## src/rtl/dae_sequencer.sv

```systemverilog
// dae_sequencer: micro-sequencer owning a small register file and driving the shared 4-bit ALU.
// Latency: accept at edge N, ALU result captured at N+1, register written (visible on dbg_data) at N+2.
// Backpressure: instr_ready is high only in IDLE, so one instruction completes every 3 cycles.
// Optional macro DAE_SEQ_ZERO_FLAG_EN adds zero_flag, which is updated at each write-back edge.
module dae_sequencer #(
  parameter int DATA_W = 4,
  parameter int ADDR_W = 2
) (
  input  logic                    clk,
  input  logic                    rst_n,
  input  logic                    instr_valid,
  output logic                    instr_ready,
  input  logic [3+3*ADDR_W:0]     instr,
  output logic [2:0]              alu_sel,
  output logic [DATA_W-1:0]       alu_a,
  output logic [DATA_W-1:0]       alu_b,
  input  logic [DATA_W-1:0]       alu_y,
  output logic                    wb_valid,
  output logic [ADDR_W-1:0]       wb_addr,
  output logic [DATA_W-1:0]       wb_data,
  input  logic [ADDR_W-1:0]       dbg_addr,
  output logic [DATA_W-1:0]       dbg_data
`ifdef DAE_SEQ_ZERO_FLAG_EN
  ,
  output logic                    zero_flag
`endif
);

  localparam int INSTR_W = 4 + 3*ADDR_W;
  localparam int NREGS   = 2**ADDR_W;

  typedef enum logic [1:0] {IDLE, EXEC, WB} state_t;

  state_t state, state_nxt;

  logic [DATA_W-1:0] regs [NREGS];

  // Instruction fields: {ld, op, rd_idx, rs_idx, rt_idx}
  logic              f_ld;
  logic [2:0]        f_op;
  logic [ADDR_W-1:0] f_rd, f_rs, f_rt;
  logic              accept;

  // Latched per-instruction context
  logic              ld_q;
  logic [ADDR_W-1:0] rd_q;
  logic [DATA_W-1:0] imm_q;

  assign f_ld   = instr[INSTR_W-1];
  assign f_op   = instr[INSTR_W-2 -: 3];
  assign f_rd   = instr[3*ADDR_W-1 -: ADDR_W];
  assign f_rs   = instr[2*ADDR_W-1 -: ADDR_W];
  assign f_rt   = instr[ADDR_W-1:0];
  assign accept = instr_valid && instr_ready;

  assign dbg_data = regs[dbg_addr];

  // State register
  always_ff @(posedge clk or negedge rst_n) begin
    if (!rst_n) state <= IDLE;
    else        state <= state_nxt;
  end

  // Next-state and handshake: a fixed IDLE -> EXEC -> WB -> IDLE walk per accepted instruction
  always_comb begin
    state_nxt   = state;
    instr_ready = 1'b0;
    case (state)
      IDLE: begin
        instr_ready = 1'b1;
        if (instr_valid) state_nxt = EXEC;
      end
      EXEC:    state_nxt = WB;
      WB:      state_nxt = IDLE;
      default: state_nxt = IDLE;
    endcase
  end

  // Operand capture on accept (pre-write values), then result capture at the end of EXEC
  always_ff @(posedge clk or negedge rst_n) begin
    if (!rst_n) begin
      ld_q     <= 1'b0;
      rd_q     <= '0;
      imm_q    <= '0;
      alu_sel  <= '0;
      alu_a    <= '0;
      alu_b    <= '0;
      wb_valid <= 1'b0;
      wb_addr  <= '0;
      wb_data  <= '0;
    end else begin
      if (accept) begin
        ld_q    <= f_ld;
        rd_q    <= f_rd;
        imm_q   <= {f_rs, f_rt};
        alu_sel <= f_op;
        alu_a   <= regs[f_rs];
        alu_b   <= regs[f_rt];
      end
      if (state == EXEC) begin
        wb_valid <= 1'b1;
        wb_addr  <= rd_q;
        wb_data  <= ld_q ? imm_q : alu_y;
      end else begin
        wb_valid <= 1'b0;
      end
    end
  end

  // Register file: written on the edge that ends WB, so dbg_data shows the old value during WB
  always_ff @(posedge clk or negedge rst_n) begin
    if (!rst_n) begin
      for (int i = 0; i < NREGS; i++) regs[i] <= '0;
    end else if (state == WB) begin
      regs[wb_addr] <= wb_data;
    end
  end

`ifdef DAE_SEQ_ZERO_FLAG_EN
  // Zero flag tracks the most recent write-back value
  always_ff @(posedge clk or negedge rst_n) begin
    if (!rst_n)             zero_flag <= 1'b0;
    else if (state == WB)   zero_flag <= (wb_data == '0);
  end
`endif

endmodule

```

## config.mk

```make
export PLATFORM = sky130hd
export DESIGN_NAME = dae_sequencer
export DESIGN_NICKNAME = d
export VERILOG_FILES = /design/src/rtl/dae_sequencer.sv
export SDC_FILE = /design/constraint.sdc
export NUM_CORES = 1
export LEC_CHECK = 0
export BUFFER_PORTS_ARGS = -buffer_cell sky130_fd_sc_hd__buf_2
export CORE_ASPECT_RATIO = 0.9
export CORE_MARGIN = 2
export CORE_UTILIZATION = 25
export CTS_CLUSTER_SIZE = 16
export DETAILED_ROUTE_END_ITERATION = 8
export HOLD_SLACK_MARGIN = 0.08
export SYNTH_ARGS = -nofsm -noshare
export SYNTH_HDL_FRONTEND = slang
export SYNTH_SLANG_ARGS = --single-unit
```

## constraint.sdc

```tcl
create_clock -name clk -period 1.85 [get_ports clk]
set_input_delay 0.0925 -clock clk [delete_from_list [all_inputs] [get_ports clk]]
set_output_delay 0.0925 -clock clk [all_outputs]
set_load 0.02 [all_outputs]
```

==> results.cfg, run 1 <==
[setup_path]
arrival_ps = 1390
r2r_start = state[0]$_DFFE_PN0P_
startpoint_type = register
r2r_cells = 3
path_max_fanout = 4
cp-end-kind = output port
cp.required_ps = 1760
regToRegSetupSlack_ps = 420
reg2reg_to = imm_q[1]$_DFFE_PN0P_
cp-startpoint = regs[7]$_DFFE_PN0P_
crit_type = reg -> out

[logic_synthesis]
synth_ff_type = dfrtp_1
yosysUniqueCellTypes = 15
synth-seq-cells = 43
synthArstFlopShare = 1.00
synth_edf_count = 0
netlist_area_um2 = 2030
synth_seq_area_share = 0.530
syn_inst = 110
synth_commonest_cells = dfrtp_1, mux2_2, mux2_4, mux4_1, mux4_2
synth_fp_nets = 129
yosysMostFrequentCell = dfrtp_1
synth_area_per_cell_um2 = 18.5
synth_top_area_frac = 0.530
yosysWarningCount = 0
post-synth-top-area-cell = dfrtp_1
synthTopCellsByArea = dfrtp_1, mux2_2, mux4_1

[drt]
drc = 0
vias_per_cell = 4.55
vias = 1207
wl_per_cell_um = 16.2
ant_nets = 0
drtIter0Drc = 56
firstDrtPassIters = 3
wirelength_mm = 4.29

[finish]
syn_to_final_growth_pct = 25.9
drive_gt1_frac = 0.620
final_area_um2 = 2560
diodes = 0
nets = 184

[global_route]
grt-ovfl-total = 0
grt_pass1_vias = 1238
grt_pass1_wl_mm = 6.96
grt_use_total = 0.104
antenna_found_initial = 0
grt_start_max_net_pins = 44

[timing]
hold_viol = 0
setup_slack_ps = 370
setup_viol = 0
tns_ps = 0
fmax_mhz = 676
slew_headroom = 0.626
drv_slew = 0
max_slew.worst_pin.slew_ps = 561
skew_ps = 11.5
period_share = 0.800
min_period_ps = 1480
rsz0062_at_grt = false

[floorplanning]
dieArea_um2 = 8860
start_util = 0.255
core_area_um2 = 7950
die_h_um = 89.5
io_pins = 42
die_w_um = 99
rows = 31

[cts]
numCtsBuffers = 5
htree_levels = 2
cts_tree = yes
clk_pin_slew_worst_paths_ps = 90
clock-sinks = 43
ctsLongestPathBuffers = 2
clock_latency_ps = 300
cts_root_buf = clkbuf_8

[power]
intPower_mw = 2.55
finalPower_mw = 3.88
vdd_drop_max_mv = 0.413
power_switching_mw = 1.33
swShare = 0.342
p_clk_frac = 0.194
combPwrFrac = 0.366
p_seq_frac = 0.439
p_per_area_nw_per_um2 = 1520
p_leak_nw = 1.15

[placed_design]
numPortBuffers = 41
place_area_um2 = 2370
place_ws_ps = 424
gp_congestion = 0.747
hpwl_mm = 3.08

[worst_hold_path]
holdCritPathClass = in -> reg
hold_path.startpoint = instr[3]
hold_end = imm_q[3]$_DFFE_PN0P_
holdPathStages = 2

[flow_run]
maxCapViolCount = 0

[status]
outcome = complete, no violations
[area by class of cell]
cell class                      count  area (um2)
Tap cell                           99         124
Fill cell                         783        5400
Clock inverter                      3        47.5
Timing Repair Buffer               51         310
Clock buffer                        5        68.8
Sequential cell                    43        1080
Multi-Input combinational cell     64         930
[worst max-delay path by stage]
stage / end / cells past startpoint
after floorplan: alu_a[0]$_DFFE_PN0P_ / 4
after global placement: rd_q[0]$_DFFE_PN0P_ / 3
after detailed placement: imm_q[1]$_DFFE_PN0P_ / 3
after CTS: dbg_data[3] / 2
after global routing: dbg_data[0] / 2
final: dbg_data[3] / 2
[flip-flops by register name, indices dropped and copies added, names as in the netlist]
name,flops
alu_a,4
alu_b,4
alu_sel,3
imm_q,4
ld_q,1
rd_q,2
regs,16
state,2
wb_addr,2
wb_data,4
wb_valid,1
[cells by family after synthesis]
logic type / synth area share
muxes: 0.412
DFF: 0.530
and+or+nand+nor: 0.0425
buffers and inverters: 0.0154
[metal layers]
layer | up-vias | routed length, um | global-route usage
li1 | 539 | - | -
met4 | 0 | 40 | 0.0262
met1 | 626 | 2100 | 0.136
met2 | 36 | 1900 | 0.173
met3 | 6 | 248 | 0.0289
met5 | - | 0 | 0
[power groups by stage]
| stage | registers, mW | clock network, mW | logic, mW |
|---|---|---|---|
| finish | 1.70 | 0.754 | 1.42 |
| global route | 1.78 | 0.818 | 1.52 |
| CTS | 1.71 | 0.780 | 1.44 |
| detailed placement | 1.73 | 0 | 1.43 |
| global placement | 1.69 | 0 | 1.41 |
| floorplan | 1.81 | 0 | 0.844 |
[repair_timing]
item,4_1_cts,5_1_grt
resized for setup,0,0
setup endpoints to repair,0,0
hold buffers,7,0
setup buffers,0,0
endpoints found under the hold margin,49,0
[worst max-delay path: stages (launching register included)]
cell     delay (ps)
dfrtp_1         430
mux4_2          480
buf_2           180
[metrics by stage]
stage / util / hold WS [ps] / instances
after detailed placement: 0.298 / 209 / 250
final: 0.321 / 150 / 265
after global placement: 0.298 / 203 / 250
after CTS: 0.321 / 148 / 265
after global routing: 0.321 / 153 / 265
after floorplan: - / -203 / 110
[cell usage in the layout, fill, tap and decap left out, drive strengths merged]
cell type    Yosys  routed
clkbuf           0       5
mux4            12      12
and4bb           2       2
nor2b            2       2
clkinv           0       1
nor2             1       1
nand4b           1       1
nor3b            1       1
nor4b            1       1
mux2            44      44
inv              0       1
bufinv           0       1
buf              3      44
dlygate4sd3      0       7
dfrtp           43      43
Power figures use the tool's default switching activity.
==> run 2, diff against run 1 <==
Settings changed: ABC_AREA from default to 1.
Clock period 1.85 ns to 1.5 ns, I/O delays scaled along.
==> results.cfg, run 2 <==
[worst_hold_path]
hold_path.startpoint = alu_y[1]
holdPathStages = 3
hold_end = wb_data[1]$_DFFE_PN0N_
holdCritPathClass = in -> reg

[timing]
whs_ps = 96.2
setup_viol = 0
period_share = 0.917
slew_headroom = 0.628
max_slew.worst_pin.slew_ps = 558
hold_viol = 0
min_period_ps = 1370
skew_ps = 5.54
fmax_mhz = 727
drv_slew = 0
setup_slack_ps = 125
tns_ps = 0

[drt]
firstDrtPassIters = 4
vias_per_cell = 4.53
drc = 0
vias = 1856
wl_per_cell_um = 12.9
wirelength_mm = 5.31
ant_nets = 0
drtIter0Drc = 164

[flow_run]
maxCapViolCount = 0

[logic_synthesis]
synth_area_per_cell_um2 = 7.70
synthTopCellsByArea = dfrtp_1, nand2_1, o21ai_0
synth_commonest_cells = nand2_1, dfrtp_1, o21ai_0, inv_1, nand3_1
syn_inst = 258
synth_edf_count = 0
synthArstFlopShare = 1.00
synth_top_area_frac = 0.542
synth_seq_area_share = 0.542
synth_ff_type = dfrtp_1
yosysMostFrequentCell = nand2_1
yosysUniqueCellTypes = 13
post-synth-top-area-cell = dfrtp_1
synth_fp_nets = 277
synth-seq-cells = 43
netlist_area_um2 = 1990
yosysWarningCount = 0

[global_route]
grt_pass1_vias = 1822
grt_pass1_wl_mm = 8.96
grt-ovfl-total = 0
grt_start_max_net_pins = 44
grt_use_total = 0.131
antenna_found_initial = 0

[cts]
clock_latency_ps = 300
cts_tree = yes
ctsLongestPathBuffers = 2
numCtsBuffers = 5
htree_levels = 2
cts_root_buf = clkbuf_8
cts_setup_buffers = 0
clock-sinks = 43
clk_pin_slew_worst_paths_ps = 80

[setup_path]
r2r_start = state[1]$_DFFE_PN0P_
arrival_ps = 1300
crit_type = reg -> out
cp.required_ps = 1420
cp-end-kind = output port
r2r_cells = 5
reg2reg_to = alu_a[2]$_DFFE_PN0P_
crit_chain = o21ai_0 > o22ai_1 > buf_2
startpoint_type = register
crit_slowest_cell = dfrtp_1
regToRegSetupSlack_ps = 130
path_max_fanout = 4
critical-path-max-stage-delay_ps = 440

[floorplanning]
core_area_um2 = 7620
die_w_um = 97.9
dieArea_um2 = 8670
start_util = 0.261
io_pins = 42
rows = 30
die_h_um = 88.6

[finish]
syn_to_final_growth_pct = 27.7
final_area_um2 = 2540
nets = 332
top_register = regs
largest_reg_flops = 16
diodes = 0
final_common_cell = nand2_1
drive_gt1_frac = 0.172
fin_cells = 410
most-common-layout-cells = nand2_1, dfrtp_1, buf_2

[placed_design]
place_area_um2 = 2310
dp_cells = 392
hpwl_mm = 3.98
gp_congestion = 0.875
place_ws_ps = 78.4
numPortBuffers = 41

[power]
vdd_drop_max_mv = 0.586
p_per_area_nw_per_um2 = 1700
p_leak_nw = 1.34

[status]
outcome = complete, no violations
## run 2: cell count changes in the layout (fill, tap and decap cells not counted), sizes merged, moves of 2 or more
cell,change
nand2,+102
mux2,-44
o21ai,+34
inv,+22
nand3,+20
nor2,+18
mux4,-12
o22ai,+6
a21oi,+4
dlygate4sd3,+3
and4bb,-2
nor2b,-2
## run 2: worst max path at each step
stage / from / to
2_1_floorplan: state[1]$_DFFE_PN0P_ / alu_a[1]$_DFFE_PN0P_
3_3_place_gp: state[0]$_DFFE_PN0P_ / alu_a[2]$_DFFE_PN0P_
3_5_place_dp: state[0]$_DFFE_PN0P_ / alu_a[2]$_DFFE_PN0P_
4_1_cts: state[1]$_DFFE_PN0P_ / alu_a[2]$_DFFE_PN0P_
5_1_grt: state[0]$_DFFE_PN0P_ / alu_a[3]$_DFFE_PN0P_
6_report: regs[6]$_DFFE_PN0P_ / dbg_data[2]
## run 2: per-stage QoR
step	total power [mW]	utilization
after floorplan	2.79	-
after CTS	4.36	0.332
after global routing	4.67	0.333
after detailed placement	3.38	0.304
after global placement	3.36	0.304
final	4.31	0.333
## run 2: layout make-up
cell class                      instances  area [um2]
Fill cell                             806        5080
Sequential cell                        43        1080
Multi-Input combinational cell        185         792
Timing Repair Buffer                   54         340
Tap cell                               96         120
Inverter                               24        90.1
Clock buffer                            6        82.6
Clock inverter                          2        35.0
## run 2: where the power goes
group	switching (mW)	internal, mW
clock	0.407	0.539
combinational	0.950	0.511
sequential	0.343	1.56
## run 2: what timing repair did
item                       CTS  global route
gates resized for setup      0             1
hold buffers                10             0
hold endpoints to repair    52             0
setup endpoints to repair    0             7
## run 2: logic make-up (layout without fill, tap and decap cells)
kind of cell           Yosys count  count (layout)  share of synthesized area
AO/OA/AOI/OAI                   44              44                      0.115
AND/OR/NAND/NOR                141             141                      0.282
flip-flops                      43              43                      0.542
buffers and inverters           30              86                     0.0617
## run 2: metal layers
metal,GRT usage,share of wire,up-vias
met5,0,0,-
met4,0.0530,0.013,0
met3,0.0284,0.051,8
met2,0.202,0.43,52
met1,0.182,0.51,865
li1,-,-,931
## run 2: worst max-delay path: cells and delay by family (launching register included)
| family | cells | cell delay, ps |
|---|---|---|
| compound gates | 2 | 360 |
| buf+inv | 1 | 220 |
| flops | 1 | 440 |
==> run 3, diff against run 2 <==
Settings changed: CORE_UTILIZATION 25 to 53, PLACE_DENSITY from default to 0.78, SETUP_SLACK_MARGIN from default to 0.3.
==> results.cfg, run 3 (synthesized netlist as in run 2, its figures left out) <==
[setup_path]
startpoint_type = register
cp-end-kind = output port
path_max_fanout = 2
cp.required_ps = 1420
crit_type = reg -> out
arrival_ps = 1130

[drt]
vias_per_cell = 5.31
vias = 2028
ant_nets = 0
drc = 0
drtIter0Drc = 138
wl_per_cell_um = 13.9
wirelength_mm = 5.30
firstDrtPassIters = 4

[power]
p_per_area_nw_per_um2 = 1680
vdd_drop_max_mv = 1.38
p_leak_nw = 1.44

[finish]
fillCellCount = 266
largest_reg_flops = 16
final_area_um2 = 2710
drive_gt1_frac = 0.289
regArea_um2 = 1080
fin_cells = 382
final_common_cell = nand2_1
nets = 354
syn_to_final_growth_pct = 36.4
most-common-layout-cells = nand2_1, dfrtp_1, buf_2
top_register = regs
multiInputGateArea_um2 = 878
diodes = 0

[cts]
clk_pin_slew_worst_paths_ps = 80
clock-sinks = 43
clock_latency_ps = 300
numCtsBuffers = 5
ctsLongestPathBuffers = 2
htree_levels = 2
cts_root_buf = clkbuf_8
cts_tree = yes

[placed_design]
place_ws_ps = 250
gp_congestion = 0.802
place_area_um2 = 2260
numPortBuffers = 41
dp_cells = 344
hpwl_mm = 3.35

[flow_run]
maxCapViolCount = 0

[timing]
min_period_ps = 1200
fmax_mhz = 833
slew_headroom = 0.648
period_share = 0.800
setup_viol = 0
setup_slack_ps = 300
max_slew.worst_pin.slew_ps = 528
tns_ps = 0
skew_ps = 5.56
drv_slew = 0
hold_viol = 0
rsz0062_at_grt = true

[floorplanning]
die_h_um = 62.1
core_area_um2 = 3650
dieArea_um2 = 4250
die_w_um = 68.5
io_pins = 42
rows = 21
start_util = 0.544

[global_route]
grt_pass1_vias = 1792
grt-ovfl-total = 0
grt_use_total = 0.269
grt_pass1_wl_mm = 8.21
grt_start_max_net_pins = 44
antenna_found_initial = 0

[worst_hold_path]
holdCritPathClass = in -> reg

[status]
outcome = complete, no violations
## run 3: repair_timing
action,CTS,global route
gates resized for setup,12,30
setup endpoints to repair,20,35
setup buffers,11,9
cloned,0,1
hold buffers,9,0
hold endpoints to repair,51,0
pin swaps,1,10
## run 3: area by class of cell
class,instances,area share
clock buffers,5,0.0254
clock inverters,3,0.00555
inverters,24,0.0333
multi-input cells,185,0.324
flip-flops and latches,43,0.398
well taps,46,0.0213
repair buffers,76,0.192
## run 3: critical path: stages (launching register included)
cell	delay, ps
dfrtp_1	400
o21ai_0	170
o22ai_1	100
buf_4	160
## run 3: power breakdown
| part | leakage [nW] | switching [mW] | internal (mW) |
|---|---|---|---|
| sequential | 0.543 | 0.316 | 1.57 |
| clock | 0.0477 | 0.386 | 0.319 |
| combinational | 0.851 | 1.14 | 0.823 |
| total | 1.44 | 1.84 | 2.71 |
## run 3: final timing paths
kind                                 startpoint  slack (ps)                     end  cells after the start
min reg2reg                alu_b[1]$_DFFE_PN0P_         480    alu_b[1]$_DFFE_PN0P_                      2
max                         regs[6]$_DFFE_PN0P_         300             dbg_data[2]                      3
min in group asynchronous                 rst_n         360     regs[3]$_DFFE_PN0P_                      3
max in group asynchronous                 rst_n         740    state[0]$_DFFE_PN0P_                      3
min                                    alu_y[3]         100  wb_data[3]$_DFFE_PN0N_                      3
max reg2reg                state[1]$_DFFE_PN0P_         300    regs[15]$_DFFE_PN0P_                      5
## run 3: per-stage QoR
| stage | total power, mW | hold slack (ps) | utilization |
|---|---|---|---|
| 4_1_cts | 4.29 | 110 | 0.698 |
| 2_1_floorplan | 2.80 | -221 | - |
| 3_5_place_dp | 3.33 | 176 | 0.619 |
| 3_3_place_gp | 3.30 | 175 | 0.619 |
| 6_report | 4.55 | 103 | 0.741 |
| 5_1_grt | 4.90 | 92.2 | 0.741 |
## run 3: per-layer routing
layer  up-vias  track usage  part of all wire
met5         -            0                 0
met4         0        0.103             0.035
met3        20       0.0613             0.054
met2        79        0.431              0.47
met1       950        0.359              0.44
li1        979            -                 -
